===== src/rtl/pc_sequencer_pkg.sv =====
// Shared pcControl code constants and sequencer FSM encoding for pc_sequencer
// and the control unit, so each branch code has a single definition.
package pc_sequencer_pkg;

  localparam logic [3:0] PC_NEXT = 4'd0;
  localparam logic [3:0] PC_JE   = 4'd1;
  localparam logic [3:0] PC_JB   = 4'd2;
  localparam logic [3:0] PC_JA   = 4'd3;
  localparam logic [3:0] PC_JNE  = 4'd4;
  localparam logic [3:0] PC_JBE  = 4'd5;
  localparam logic [3:0] PC_JAE  = 4'd6;
  localparam logic [3:0] PC_JNZ  = 4'd7;
  localparam logic [3:0] PC_JZ   = 4'd8;
  localparam logic [3:0] PC_JMP  = 4'd9;
  localparam logic [3:0] PC_HLT  = 4'd10;

  typedef enum logic [1:0] {
    ST_IDLE  = 2'd0,
    ST_FETCH = 2'd1,
    ST_HALT  = 2'd2
  } state_e;

  // Codes above HLT are not assigned; they execute as PC_NEXT and are flagged.
  function automatic logic is_illegal(input logic [3:0] code);
    is_illegal = (code > PC_HLT);
  endfunction

endpackage


===== src/rtl/pc_branch_cond.sv =====
// Combinational branch-condition evaluator: pcControl code + ALU compare flags -> take.
import pc_sequencer_pkg::*;

module pc_branch_cond (
  input  logic [3:0] code,
  input  logic       f_eq,
  input  logic       f_below,
  input  logic       f_above,
  input  logic       f_zero,
  output logic       take
);

  // Non-branch codes (NEXT, HLT, illegal) never take.
  always_comb begin
    take = 1'b0;
    case (code)
      PC_JE:   take = f_eq;
      PC_JB:   take = f_below;
      PC_JA:   take = f_above;
      PC_JNE:  take = ~f_eq;
      PC_JBE:  take = f_below | f_eq;
      PC_JAE:  take = f_above | f_eq;
      PC_JNZ:  take = ~f_zero;
      PC_JZ:   take = f_zero;
      PC_JMP:  take = 1'b1;
      default: take = 1'b0;
    endcase
  end

endmodule


===== src/rtl/pc_sequencer.sv =====
// Program counter and fetch handshake sequencer.
// Optional performance counters are enabled by defining PC_SEQUENCER_PERF_EN.
import pc_sequencer_pkg::*;

module pc_sequencer #(
  parameter int unsigned          ADDR_W   = 16,
  parameter logic [ADDR_W-1:0]    RESET_PC = {ADDR_W{1'b0}}
) (
  input  logic              clock,
  input  logic              reset_n,
  input  logic [3:0]        pcControl,
  input  logic [20:0]       target,
  input  logic              rel,
  input  logic              f_eq,
  input  logic              f_below,
  input  logic              f_above,
  input  logic              f_zero,
  output logic              fetch_req,
  output logic [ADDR_W-1:0] pc,
  input  logic              instr_valid,
  output logic              retire,
  output logic              taken,
  output logic              halted,
`ifdef PC_SEQUENCER_PERF_EN
  output logic              illegal,
  output logic [31:0]       retired_cnt,
  output logic [31:0]       taken_cnt
`else
  output logic              illegal
`endif
);

  localparam logic [ADDR_W-1:0] PC_ONE = ADDR_W'(1);

  state_e            state;
  state_e            state_next;
  logic [ADDR_W-1:0] pc_next;
  logic [ADDR_W-1:0] pc_inc;
  logic [ADDR_W-1:0] tgt_addr;
  logic              take;
  logic              retire_next;
  logic              taken_next;
  logic              illegal_next;
  logic              unused_target_bits;

  // Sign extension of a relative offset is discarded by the wrap to ADDR_W,
  // so only the low ADDR_W target bits ever matter.
  assign pc_inc   = pc + PC_ONE;
  assign tgt_addr = rel ? (pc_inc + target[ADDR_W-1:0]) : target[ADDR_W-1:0];
  assign unused_target_bits = ^target;

  pc_branch_cond u_cond (
    .code    (pcControl),
    .f_eq    (f_eq),
    .f_below (f_below),
    .f_above (f_above),
    .f_zero  (f_zero),
    .take    (take)
  );

  // Next-state, next-PC and pulse decode; IDLE doubles as the one-cycle gap after each instruction.
  always_comb begin
    state_next   = state;
    pc_next      = pc;
    retire_next  = 1'b0;
    taken_next   = 1'b0;
    illegal_next = 1'b0;
    case (state)
      ST_IDLE: begin
        state_next = ST_FETCH;
      end
      ST_FETCH: begin
        if (instr_valid) begin
          retire_next = 1'b1;
          if (pcControl == PC_HLT) begin
            state_next = ST_HALT;
          end else begin
            state_next   = ST_IDLE;
            illegal_next = is_illegal(pcControl);
            if (take) begin
              pc_next    = tgt_addr;
              taken_next = 1'b1;
            end else begin
              pc_next    = pc_inc;
            end
          end
        end else begin
          state_next = ST_FETCH;
        end
      end
      ST_HALT: begin
        state_next = ST_HALT;
      end
      default: begin
        state_next = ST_IDLE;
      end
    endcase
  end

  // State, PC and registered handshake/status outputs.
  always_ff @(posedge clock) begin
    if (!reset_n) begin
      state     <= ST_IDLE;
      pc        <= RESET_PC;
      fetch_req <= 1'b0;
      retire    <= 1'b0;
      taken     <= 1'b0;
      halted    <= 1'b0;
      illegal   <= 1'b0;
    end else begin
      state     <= state_next;
      pc        <= pc_next;
      fetch_req <= (state_next == ST_FETCH);
      retire    <= retire_next;
      taken     <= taken_next;
      halted    <= (state_next == ST_HALT);
      illegal   <= illegal_next;
    end
  end

`ifdef PC_SEQUENCER_PERF_EN
  // Saturating event counters; they only advance on evaluation, so they freeze in HALT.
  always_ff @(posedge clock) begin
    if (!reset_n) begin
      retired_cnt <= 32'd0;
      taken_cnt   <= 32'd0;
    end else begin
      if (retire_next && (retired_cnt != 32'hFFFF_FFFF)) begin
        retired_cnt <= retired_cnt + 32'd1;
      end else begin
        retired_cnt <= retired_cnt;
      end
      if (taken_next && (taken_cnt != 32'hFFFF_FFFF)) begin
        taken_cnt <= taken_cnt + 32'd1;
      end else begin
        taken_cnt <= taken_cnt;
      end
    end
  end
`endif

endmodule


===== config.mk =====
export PLATFORM = sky130hd
export DESIGN_NAME = pc_sequencer
export DESIGN_NICKNAME = d
export VERILOG_FILES = /design/src/rtl/pc_sequencer_pkg.sv /design/src/rtl/pc_branch_cond.sv /design/src/rtl/pc_sequencer.sv
export SDC_FILE = /design/constraint.sdc
export NUM_CORES = 1
export LEC_CHECK = 0
export CAP_MARGIN = 30
export CORE_UTILIZATION = 29
export DETAILED_ROUTE_END_ITERATION = 8
export PLACE_DENSITY_LB_ADDON = 0.2
export SLEW_MARGIN = 40
export SYNTH_ARGS = -nofsm -noshare
export SYNTH_HDL_FRONTEND = slang
export SYNTH_SLANG_ARGS = --single-unit

===== constraint.sdc =====
create_clock -name clock -period 2.8 [get_ports clock]
set_clock_uncertainty 0.1 [all_clocks]
set_input_delay 0.56 -clock clock [delete_from_list [all_inputs] [get_ports clock]]
set_output_delay 0.56 -clock clock [all_outputs]
set_load 0.05 [all_outputs]

==> flow_summary_export.csv <==
group,metric,value,unit
status,run_status,"finished, violations left",
status,violations_in_the_final_reports,"negative setup slack",
pwr,p_comb_share,47.6,%
setup_path,cp_slowest_stage_delay,0.38,ns
sta,timing.max_slew.rel_slack,65.4,%
final_layout,flow.area_growth_from_synthesis,70.5,%
drt,vias_per_cell,5.09,
floorplanning,die_w,90.8,um
final_layout,postLayoutCellArea,3900,sq um
placed_design,dp_cells,498,
pwr,post-layout-total-power,1.08,mW
clocking,clkTransAtPathRegs,0.09,ns
yosys,synth_sequential_area_ratio,20.1,%
clocking,clock_sinks,23,
sta,period_share,101,%
setup_path,worstPathMaxFanout,5,
yosys,most_repeated_cell_in_the_gate_level_netlist_after_synthesis,"nand2_1",
clocking,cts_buffers,3,
global_route,global_route.usage.met2,30.8,%
global_route,grt_start_max_net_pins,26,
clocking,clock_root_cell,"clkbuf_8",
pwr,seq_power_share,32.2,%
final_layout,final_layout_size_suffix_gt1_share,37.6,%
clocking,max-clock-path-buffers,2,
yosys,synth_top_area_share,20.1,%
yosys,fraction_of_registers_with_async_set_reset,0,%
sta,final_hold_violating_endpoints,0,
sta,fin_ws,-0.0157,ns
sta,timing_worst_slew_pin_value,0.518,ns
setup_path,critical_path.cell_chain,"ha_4, nand2_2, or2_4, nor2_4, xor2_4, ha_4, buf_6, nand2_2, o21ai_2, a32o_2, a41oi_2, xnor2_1, o311a_1",
placed_design,hpwlAfterDp,5450,um
setup_path,cpMaxStageDelayCell,"dfxtp_4",
job,drv_cap,0,
yosys,synth_area_leaders,"dfxtp_1, ha_1, a21oi_1",
global_route,grt_pass1_wl,12100,um
yosys,postSynth.topFlopCell,"dfxtp_1",
setup_path,criticalPathCategory,"flip-flop to flip-flop",
yosys,syn_nets,348,
placed_design,port_buffers,48,
setup_path,cp-end-kind,"flip-flop",
pwr,p_sw,0.392,mW
yosys,synth_common_cells,"nand2_1, a21oi_1, dfxtp_1, o21ai_0, nor2_1",
floorplanning,ioPinCount,54,
floorplanning,die_y,90.8,um
setup_path,critical_path_arrival,2.89,ns
global_route,grt_util_met3,1.52,%
drt,ant_nets,0,
drt,number_of_design_rule_violations_left_after_detail_routing,0,
pwr,netSwitchingFraction,36.2,%
pwr,intPower,0.692,mW
sta,max_clock_freq,355,MHz
yosys,mappedNetlistArea,2290,sq um
clocking,clk_latency,0.27,ns
final_layout,final-instance-count-excl-fill,517,
floorplanning,placementRows,32,
pwr,power.leakage,1.65,nW
placed_design,place.gp.congestion,0.773,
setup_path,start_kind,"flip-flop",
drt,dr.pass1.iters,4,
pwr,power.clock.fraction,20.3,%
sta,finalSetupTns,-0.0157,ns
yosys,ys_seq_elements,23,
sta,report.final.slew_viol_count,0,
yosys,synth_top_area_cell,"dfxtp_1",
placed_design,place_area,3420,sq um
yosys,synthesis.yosys.warnings,0,
floorplanning,design.die.area,8250,sq um
global_route,groute.usage.overall,17.7,%
global_route,globalRoute.totalOverflow,0,
sta,layout_min_cycle_time,2.82,ns
yosys,synthesis.area_per_instance,7.78,sq um
floorplanning,core_area,7690,sq um
placed_design,dp_slack,-0.513,ns
drt,detail_route.iter0.violations,129,
yosys,synth_edf_count,0,
final_layout,insertedDiodeCount,0,
clocking,cts_tree,"yes",
sta,setup_viol,1,
drt,routed_wire_length_per_instance,14.4,um
min_path,timing.hold.worst.class,"flip-flop to flip-flop",
pwr,p_per_area,278,nW/um^2
floorplanning,initial_utilization,29.8,%
setup_path,crit_required,2.87,ns
global_route,groute.layer.met1.usage,23.7,%
final_layout,nets,470,
yosys,yosysUniqueCellTypes,55,
pwr,peakVddDrop,103,uV
drt,via_count,2629,
global_route,first_global_vias,2525,
global_route,globalRoute.busiestLayer,"met2",
yosys,syn-instance-count,294,
sta,rsz0062_at_grt,"true",
global_route,initial_antenna_violation_count,0,
drt,drt-total-wl,7440,um
clocking,ctsHoldBuffers,0,
clocking,cts-htree-levels,1,
routing by layer:
layer | vias to the layer above | part of all wire, % | wire, um
met5 | - | 0 | 0
met4 | 0 | 1.1 | 85
met3 | 7 | 3.7 | 275
met2 | 55 | 49 | 3650
met1 | 1242 | 46 | 3430
li1 | 1325 | - | -
critical path, delay by kind of cell, from the launching register on:
| kind | cells | cell delay, ns |
|---|---|---|
| AOI/OAI and AO/OA | 4 | 0.82 |
| xor gates and xnor gates | 2 | 0.29 |
| adders and majority gates | 2 | 0.42 |
| buffers and inverters | 1 | 0.12 |
| DFF | 1 | 0.38 |
| and+or+nand+nor | 4 | 0.58 |
layout by cell type, fill, tap and decap left out, types with 4 or more instances in the layout:
master,synthesis,final
buf_4,1,75
clkdlybuf4s50_1,0,46
nand2_1,33,26
a21oi_1,25,19
o21ai_0,23,18
nor2_1,22,16
ha_1,20,13
dfxtp_1,23,13
mux2i_1,12,11
xnor2_1,14,10
nand3_1,10,8
xor2_1,12,7
nand2_2,0,7
dfxtp_4,0,7
nand2b_1,6,6
o31ai_1,6,6
ha_4,0,6
inv_1,6,5
a21o_1,5,5
a21oi_2,1,5
xnor2_2,0,4
nor2_4,0,4
xor2_2,0,4
and3_1,5,4
o21ai_2,2,4
nor3_1,4,4
o211ai_1,4,4
final timing paths:
check	startpoint	to	slack, ns	cells past startpoint
setup / recovery	pc[0]	pc[14]	-0.02	13
hold / removal	state[0]	state[0]	0.40	1
setup reg to reg	pc[0]	pc[14]	-0.02	13
hold reg to reg	state[0]	state[0]	0.40	1
stage by stage:
step	utilization [%]	hold slack, ns
detailed placement	44.5	0.389
CTS	47.0	0.407
global route	50.7	0.448
floorplan	-	0.353
finish	50.7	0.402
global placement	44.5	0.369
cell families (layout without fill, tap and decap cells):
family | count (synthesis) | in the layout | synth area share, %
simple gates | 99 | 99 | 21.5
buf+inv | 16 | 137 | 3.01
fa+ha+maj | 21 | 21 | 11.8
xor+xnor | 26 | 26 | 9.95
flops | 23 | 23 | 20.1
compound gates | 97 | 97 | 28.3
mux | 12 | 12 | 5.25
cell type report:
class                           instances  area, sq um
Inverter                                6         22.5
Tap cell                              102          128
Clock buffer                            3         41.3
Clock inverter                          1         7.51
Fill cell                             757         3790
Multi-Input combinational cell        255         2100
Sequential cell                        23          490
Timing Repair Buffer                  127         1120
timing repair:
item / 4_1_cts / 5_1_grt
resized for setup: 18 / 49
endpoints found under the setup margin: 6 / 10
buffers inserted: 10 / 5
pin swaps: 18 / 34
flip-flops by register name, indices dropped and copies added (netlist names):
name,count
fetch_req,1
pc,16
retire,1
state,2
illegal,1
halted,1
taken,1
power by group through the flow:
stage | registers, mW | clock network [mW] | logic, mW
final | 0.349 | 0.219 | 0.516
after detailed placement | 0.356 | 0 | 0.449
after global placement | 0.356 | 0 | 0.445
after floorplan | 0.402 | 0 | 0.202
after CTS | 0.348 | 0.225 | 0.473
after global routing | 0.351 | 0.245 | 0.559
Note: power is estimated with default switching activity, not from simulation.
